**src/rtl/spi_miso_frame_receiver.sv**
```systemverilog
// Deserializes SPI MISO into MSB-first words framed by CS_n, entirely in the
// system_clock domain; the SPI pins are treated as asynchronous level inputs.
module spi_miso_frame_receiver #(
  parameter int WORD_BITS       = 16,
  parameter int WORDS_PER_FRAME = 2,
  parameter int SAMPLE_ON_FALL  = 1
) (
  input  logic                 system_clock,
  input  logic                 reset_n,
  input  logic                 SPI_SCLK,
  input  logic                 SPI_CS_n,
  input  logic                 SPI_MISO,
  output logic [WORD_BITS-1:0] word_data,
  output logic                 word_valid,
  output logic [7:0]           word_index,
  output logic                 frame_done,
  output logic                 frame_error,
  output logic                 busy
);

  localparam int CW = $clog2(WORD_BITS);
  localparam logic [CW-1:0] LAST_BIT   = CW'(WORD_BITS - 1);
  localparam logic [7:0]    LAST_INDEX = 8'(WORDS_PER_FRAME - 1);

  typedef enum logic [1:0] {IDLE, ACTIVE, DONE} state_t;

  state_t               state_reg;
  logic                 sclk_s1_reg, sclk_s2_reg, sclk_s3_reg;
  logic                 cs_s1_reg, cs_s2_reg, cs_s3_reg;
  logic                 miso_s1_reg, miso_s2_reg, miso_d_reg;
  logic                 sample_edge_reg, cs_fall_reg, cs_rise_reg;
  logic [1:0]           fill_reg;
  logic                 armed_reg;
  logic [CW-1:0]        bit_count_reg;
  logic [WORD_BITS-1:0] shift_reg;
  logic [WORD_BITS-1:0] new_word;
  logic                 sclk_edge;

  assign new_word  = {shift_reg[WORD_BITS-2:0], miso_d_reg};
  assign sclk_edge = (SAMPLE_ON_FALL != 0) ? (sclk_s3_reg & ~sclk_s2_reg)
                                           : (~sclk_s3_reg & sclk_s2_reg);
  assign busy      = (state_reg == ACTIVE);

  always_ff @(posedge system_clock) begin
    if (!reset_n) begin
      sclk_s1_reg     <= 1'b0;
      sclk_s2_reg     <= 1'b0;
      sclk_s3_reg     <= 1'b0;
      cs_s1_reg       <= 1'b1;
      cs_s2_reg       <= 1'b1;
      cs_s3_reg       <= 1'b1;
      miso_s1_reg     <= 1'b0;
      miso_s2_reg     <= 1'b0;
      miso_d_reg      <= 1'b0;
      sample_edge_reg <= 1'b0;
      cs_fall_reg     <= 1'b0;
      cs_rise_reg     <= 1'b0;
      fill_reg        <= 2'd0;
      armed_reg       <= 1'b0;
      bit_count_reg   <= '0;
      shift_reg       <= '0;
      state_reg       <= IDLE;
      word_data       <= '0;
      word_valid      <= 1'b0;
      word_index      <= 8'd0;
      frame_done      <= 1'b0;
      frame_error     <= 1'b0;
    end else begin
      sclk_s1_reg     <= SPI_SCLK;
      sclk_s2_reg     <= sclk_s1_reg;
      sclk_s3_reg     <= sclk_s2_reg;
      cs_s1_reg       <= SPI_CS_n;
      cs_s2_reg       <= cs_s1_reg;
      cs_s3_reg       <= cs_s2_reg;
      miso_s1_reg     <= SPI_MISO;
      miso_s2_reg     <= miso_s1_reg;
      miso_d_reg      <= miso_s2_reg;
      sample_edge_reg <= sclk_edge;
      cs_fall_reg     <= cs_s3_reg & ~cs_s2_reg;
      cs_rise_reg     <= ~cs_s3_reg & cs_s2_reg;

      // A frame may only start once CS_n has been seen genuinely high after
      // reset, so a CS_n held low through reset never opens a frame.
      if (fill_reg != 2'd3)
        fill_reg <= fill_reg + 2'd1;
      else if (cs_s2_reg && cs_s3_reg)
        armed_reg <= 1'b1;

      word_valid  <= 1'b0;
      frame_done  <= 1'b0;
      frame_error <= 1'b0;

      case (state_reg)
        IDLE: begin
          if (cs_fall_reg && armed_reg) begin
            state_reg     <= ACTIVE;
            bit_count_reg <= '0;
            word_index    <= 8'd0;
            shift_reg     <= '0;
          end
        end
        ACTIVE: begin
          if (word_valid)
            word_index <= word_index + 8'd1;
          if (sample_edge_reg) begin
            shift_reg <= new_word;
            if (bit_count_reg == LAST_BIT) begin
              bit_count_reg <= '0;
              if (word_index == LAST_INDEX) begin
                word_data  <= new_word;
                word_valid <= 1'b1;
                frame_done <= 1'b1;
                state_reg  <= cs_rise_reg ? IDLE : DONE;
              end else if (cs_rise_reg) begin
                frame_error <= 1'b1;
                state_reg   <= IDLE;
              end else begin
                word_data  <= new_word;
                word_valid <= 1'b1;
              end
            end else begin
              bit_count_reg <= bit_count_reg + CW'(1);
              if (cs_rise_reg) begin
                frame_error <= 1'b1;
                state_reg   <= IDLE;
              end
            end
          end else if (cs_rise_reg) begin
            frame_error <= 1'b1;
            state_reg   <= IDLE;
          end
        end
        DONE: begin
          if (cs_rise_reg)
            state_reg <= IDLE;
        end
        default: state_reg <= IDLE;
      endcase
    end
  end

endmodule
```
**config.mk**
```make
export PLATFORM = sky130hd
export DESIGN_NAME = spi_miso_frame_receiver
export DESIGN_NICKNAME = d
export VERILOG_FILES = /design/src/rtl/spi_miso_frame_receiver.sv
export SDC_FILE = /design/constraint.sdc
export NUM_CORES = 1
export LEC_CHECK = 0
export CAP_MARGIN = 5
export CELL_PAD_IN_SITES_DETAIL_PLACEMENT = 1
export CELL_PAD_IN_SITES_GLOBAL_PLACEMENT = 1
export CORE_MARGIN = 8
export CORE_UTILIZATION = 41
export DETAILED_ROUTE_END_ITERATION = 6
export GPL_TIMING_DRIVEN = 0
export PLACE_DENSITY = 0.82
export SLEW_MARGIN = 20
export SYNTH_ARGS = -nofsm -noshare
export SYNTH_HDL_FRONTEND = slang
export SYNTH_SLANG_ARGS = --single-unit
```
**constraint.sdc**
```tcl
create_clock -name system_clock -period 5.3 [get_ports system_clock]
set_clock_uncertainty 0.15 [all_clocks]
set_input_delay 1.59 -clock system_clock [delete_from_list [all_inputs] [get_ports system_clock]]
set_output_delay 1.59 -clock system_clock [all_outputs]
set_load 0.02 [all_outputs]
```
# Word level (Yosys, flattened, before mapping)
# Cells that the tools add are included.
# Widths: inputs -> output; s select.
dict set report classes {
  n_addsub 3
  eq_ne 9
  n_mux 26
  n_bitwise 7
  n_reduce_logical 10
}
# cell n
set op_table {}
lappend op_table {{$mux 16} 2}
lappend op_table {{$mux 15} 2}
lappend op_table {{$pmux 15 s2} 1}
lappend op_table {{$mux 8} 2}
lappend op_table {{$pmux 8 s2} 1}
lappend op_table {{$mux 2} 6}
lappend op_table {{$mux 4} 3}
lappend op_table {{$add 8x1->8 const B} 1}
lappend op_table {{$eq 8x1->1 const B} 1}
lappend op_table {{$pmux 4 s2} 1}
lappend op_table {{$reduce_and 4->1} 2}
lappend op_table {{$mux 1} 7}
lappend op_table {{$ne 2x2->1 const B} 3}
lappend op_table {{$pmux 2 s3} 1}
lappend op_table {{$reduce_and 3->1} 2}
lappend op_table {{$add 4x1->4 const B} 1}
lappend op_table {{$eq 4x4->1 const B} 1}
lappend op_table {{$ne 2x1->1 const B} 2}
lappend op_table {{$not 1->1} 4}
lappend op_table {{$reduce_and 2->1} 2}
lappend op_table {{$and 1x1->1} 3}
lappend op_table {{$add 2x1->2 const B} 1}
lappend op_table {{$eq 2x1->1 const B} 1}
lappend op_table {{$eq 2x2->1 const B} 1}
lappend op_table {{other kinds (3)} 4}
dict set report word_totals {
  regBits 63
  out_inout_bits 28
}

# Depth between registers and ports, before layout
# Gate-level depths: netlist of run 1.
dict set report depth {
  depth_word 5
  mapped_depth 6
  ltp_nobuf 5
}

# Worst setup path after synthesis of run 1
# No wires, ideal clock.
dict set report synth_timing {
  kind {input to register}
  start {input reset_n}
  end {register word_data[12]}
  setup_time_ns 0.079
  arrival_time_ns 2.474
  path_slack_ns 2.598
  stages 5
  cell_sequence {buf_2 clkbuf_1 nand2_1 a211o_1 o221ai_2}
}
# element line_no
set synth_rtl {}
lappend synth_rtl {{from (decl)} 9} ;# input logic reset_n,
lappend synth_rtl {{to (signal assigned)} 110} ;# word_data <= new_word;
lappend synth_rtl {{to (signal assigned)} 118} ;# word_data <= new_word;
lappend synth_rtl {{to (decl)} 13} ;# output logic [WORD_BITS-1:0] word_data,

# Worst setup path in the final report of run 1
dict set report layout_timing {
  start {register state_reg[1]}
  end {output busy}
}
dict set report layout_via {
  elab_chain_cells 1
}
# element line_no
set layout_rtl {}
lappend layout_rtl {{from (decl)} 27} ;# state_t state_reg;
lappend layout_rtl {{from (signal assigned)} 113} ;# state_reg <= cs_rise_reg ? IDLE : DONE;
lappend layout_rtl {{$eq 2x1->1} 42} ;# assign busy = (state_reg == ACTIVE);
lappend layout_rtl {{to (decl)} 18} ;# output logic busy
# No other way between the ends.

==> flow_summary.json, run 1 <==
{
  "grtUsageMet3_pct": 3.70,
  "die_w_um": 99.6,
  "fin_tns_setup_ns": 0,
  "antenna_found_initial": 0,
  "instances_no_fill": 446,
  "clock_sinks": 63,
  "ff_latch_area_um2": 1260,
  "htree_levels": 3,
  "crit_slowest_cell": "clkdlybuf4s50_1",
  "ctsHoldBuffers": 0,
  "switching_power_mw": 0.212,
  "slew_headroom_pct": 50.7,
  "regToRegEndpoint": "word_data[4]",
  "coreArea_um2": 6790,
  "worstPathRequired_ns": 3.56,
  "met2_usage_pct": 26.2,
  "critPathCaptureType": "output pin",
  "syn_nets": 312,
  "arrival_ns": 1.70,
  "worstPathMaxFanout": 5,
  "r2r-start": "word_index[0]",
  "grtUsageTotal_pct": 16.7,
  "post_cts_resized": 0,
  "post-route-min-period_ns": 3.44,
  "utilization_pct": 51.6,
  "cts_tree": "done",
  "wire_per_inst_um": 18.0,
  "worstSetupPathType": "reg -> out",
  "min_from": "cs_s1_reg",
  "rsz0062_at_grt": "false",
  "drtPass1Iterations": 6,
  "drive_above_1_share_pct": 12.6,
  "wirelength_mm": 8.01,
  "hold_depth": 1,
  "crit_path_start_kind": "register",
  "diodes": 0,
  "grt_busiest_layer": "met2",
  "hold_class": "reg -> reg",
  "worstHoldEndpoint": "cs_s2_reg",
  "critPathMaxStageDelay_ns": 0.62,
  "clk_latency_ns": 0.34,
  "synth.cell_area_um2": 2870,
  "switching_share_pct": 22.1,
  "cap_violations": 0,
  "grt_overflow": 0,
  "place_ws_ns": 2.21,
  "r2r_slack_ns": 3.04,
  "rows": 30,
  "gp_congestion": 0.842,
  "clockRootBuffer": "clkbuf_8",
  "vdd_drop_max_v": 0.000150,
  "num-nets-final": 354,
  "dp_cells": 430,
  "drt_iter0_drc": 132,
  "grt_first_pass_wirelength_mm": 13.3,
  "p_per_area_nw_per_um2": 274,
  "final_common_cell": "dfxtp_1",
  "path_clk_slew_ns": 0.07,
  "synthArstFlopShare_pct": 0,
  "tightestPinTransition_ns": 0.736,
  "io_pins": 33,
  "post_synth_inst_count": 303,
  "fin_ws_ns": 1.86,
  "fill_cells": 782,
  "ys_ff_latch": 63,
  "critPathTopFamily": "buffers and inverters",
  "grt_max_degree": 11,
  "die_y_um": 99.6,
  "finalMaxSlewViolations": 0,
  "min_period_over_period_pct": 64.9,
  "synth.distinct_cells": 42,
  "setup_viol": 0,
  "post_cts_buffers": 0,
  "die-area_um2": 9920,
  "largest_register_ffs": 16,
  "seq_area_frac_synth_pct": 44.0,
  "share_comb_of_total_power_pct": 3.3,
  "num_vias": 2600,
  "synthFlopType": "dfxtp_1",
  "p_leak_nw": 1.15,
  "r2r_cells": 5,
  "area_growth_pct": 22.3,
  "globalRouteMet1Util_pct": 21.2,
  "port_buffers": 31,
  "p_int_mw": 0.747,
  "path_buf_inv": 2,
  "clk_path_buf_depth": 2,
  "hold_viol": 0,
  "synth-edff-count": 0,
  "power_frac_seq_pct": 50.5,
  "antenna_left": 0,
  "max_freq_ghz": 0.291,
  "layout_common_cells": "63 x dfxtp_1, 31 x clkdlybuf4s50_1, 27 x nand3_1, 23 x a21oi_1, 21 x nand2_1",
  "cts_buffers": 9,
  "cp_cell_sequence": "nand2b_1 > inv_1 > clkdlybuf4s50_1",
  "multi_input_area_um2": 1440,
  "outcome": "finished, final reports clean",
  "grt_pass1_vias": 2642,
  "syn_area_per_cell_um2": 9.46,
  "start_util_pct": 42.2,
  "dp_hpwl_mm": 5.64,
  "yosys_warnings": 0,
  "drc_errors": 0,
  "p_clk_share_pct": 46.2,
  "vias_per_cell": 5.83
}
## cells in the mapped netlist, types with 2 or more instances
| cell type | count | area share [%] |
|---|---|---|
| inv_2 | 2 | 0.26 |
| o221ai_2 | 9 | 4.7 |
| nor3_1 | 2 | 0.35 |
| nand4_1 | 19 | 4.1 |
| o21ai_0 | 2 | 0.35 |
| nor2_1 | 9 | 1.2 |
| ha_1 | 4 | 1.7 |
| and2_1 | 6 | 1.3 |
| a211oi_1 | 3 | 0.79 |
| nand3_1 | 27 | 4.7 |
| and3_1 | 3 | 0.65 |
| buf_6 | 2 | 0.79 |
| nand2_1 | 21 | 2.8 |
| a21oi_1 | 23 | 4.0 |
| nand2b_1 | 5 | 1.1 |
| o221ai_1 | 7 | 2.1 |
| mux2i_1 | 5 | 1.7 |
| nand3b_1 | 6 | 1.6 |
| inv_1 | 5 | 0.65 |
| buf_2 | 11 | 1.9 |
| clkbuf_1 | 12 | 1.6 |
| or3_1 | 2 | 0.44 |
| nand4b_1 | 17 | 5.2 |
| buf_1 | 4 | 0.52 |
| xor2_1 | 2 | 0.61 |
| a211o_1 | 17 | 5.2 |
| dfxtp_1 | 63 | 44 |
## metal layers
layer,share of wire (%),routed length [um]
met4,1.2,97
met1,46,3710
met3,4.9,391
met5,0,0
met2,48,3820
## through the flow
stage	hold WS (ns)	power (mW)	instance area, um2
2_1_floorplan	0.233	0.516	2870
3_3_place_gp	0.245	0.525	3300
3_5_place_dp	0.247	0.527	3300
4_1_cts	0.261	0.965	3510
5_1_grt	0.273	0.993	3510
6_report	0.257	0.959	3510
## worst reg2reg max path: stages, from the launching register on
cell and delay, ns:
dfxtp_1 0.51, ha_1 0.24, nor4b_4 0.63, a21oi_2 0.28
buf_6 0.24, o221ai_2 0.14
## final cells by class
cell class	count	share of cell area, %
plain buffers	29	3.93
clock buffers	13	4.82
clock inverters	3	1.14
inverters	7	0.749
multi-input cells	204	41.1
flip-flops and latches	63	36.0
well taps	96	3.43
repair buffers	31	8.85
## cells by family (layout without fill, tap and decap cells)
family | Yosys count | after routing | share of synthesized area [%]
xor gates and xnor gates | 2 | 2 | 0.611
DFF | 63 | 63 | 44.0
and+or+nand+nor | 123 | 123 | 26.2
muxes | 5 | 5 | 1.75
adders and majority gates | 4 | 4 | 1.75
buffers and inverters | 36 | 83 | 5.72
AOI/OAI and AO/OA | 70 | 70 | 20.0
## worst max-delay path by stage
stage / startpoint / cells after the start / to / slack, ns
after floorplan: reset_n / 5 / word_data[12] / 2.60
after global placement: reset_n / 5 / word_index[4] / 2.23
after detailed placement: reset_n / 5 / bit_count_reg[2] / 2.21
after CTS: state_reg[1] / 3 / busy / 1.85
after global routing: state_reg[0] / 3 / busy / 1.78
final: state_reg[1] / 3 / busy / 1.86
## power groups by stage
stage	clock [mW]	combinational (mW)	sequential [mW]
final	0.443	0.0314	0.485
after global routing	0.473	0.0344	0.485
after CTS	0.448	0.0319	0.485
after detailed placement	0	0.0317	0.495
after global placement	0	0.0301	0.495
after floorplan	0	0.0219	0.494
Power figures use the tool's default switching activity.
==> run 2, diff against run 1 <==
==> constraint.sdc (replaced) <==
create_clock -name system_clock -period 3.5 [get_ports system_clock]
set_clock_uncertainty 0.15 [all_clocks]
set_input_delay 1.05 -clock system_clock [delete_from_list [all_inputs] [get_ports system_clock]]
set_output_delay 1.05 -clock system_clock [all_outputs]
set_load 0.02 [all_outputs]
==> results of run 2 <==
Same layout as run 1 (identical final DEF). Status: finished, final reports clean.
Among the figures that moved: setup slack after placement 2.21 ns -> 0.950 ns; setup slack after layout 1.86 ns -> 0.598 ns; register-to-register setup slack 3.04 ns -> 1.24 ns; total power 0.959 mW -> 1.45 mW; worst IR drop on VDD 0.000150 V -> 0.000228 V
==> run 3, diff against run 2 <==
==> constraint.sdc (replaced) <==
create_clock -name system_clock -period 2.8 [get_ports system_clock]
set_clock_uncertainty 0.15 [all_clocks]
set_input_delay 0.84 -clock system_clock [delete_from_list [all_inputs] [get_ports system_clock]]
set_output_delay 0.84 -clock system_clock [all_outputs]
set_load 0.02 [all_outputs]
==> results of run 3 <==
Same layout as run 1 (identical final DEF). Status: finished, final reports clean.
Among the figures that moved: setup slack after placement 2.21 ns -> 0.460 ns; setup slack after layout 1.86 ns -> 0.108 ns; register-to-register setup slack 3.04 ns -> 0.54 ns; total power 0.959 mW -> 1.82 mW; worst IR drop on VDD 0.000150 V -> 0.000284 V
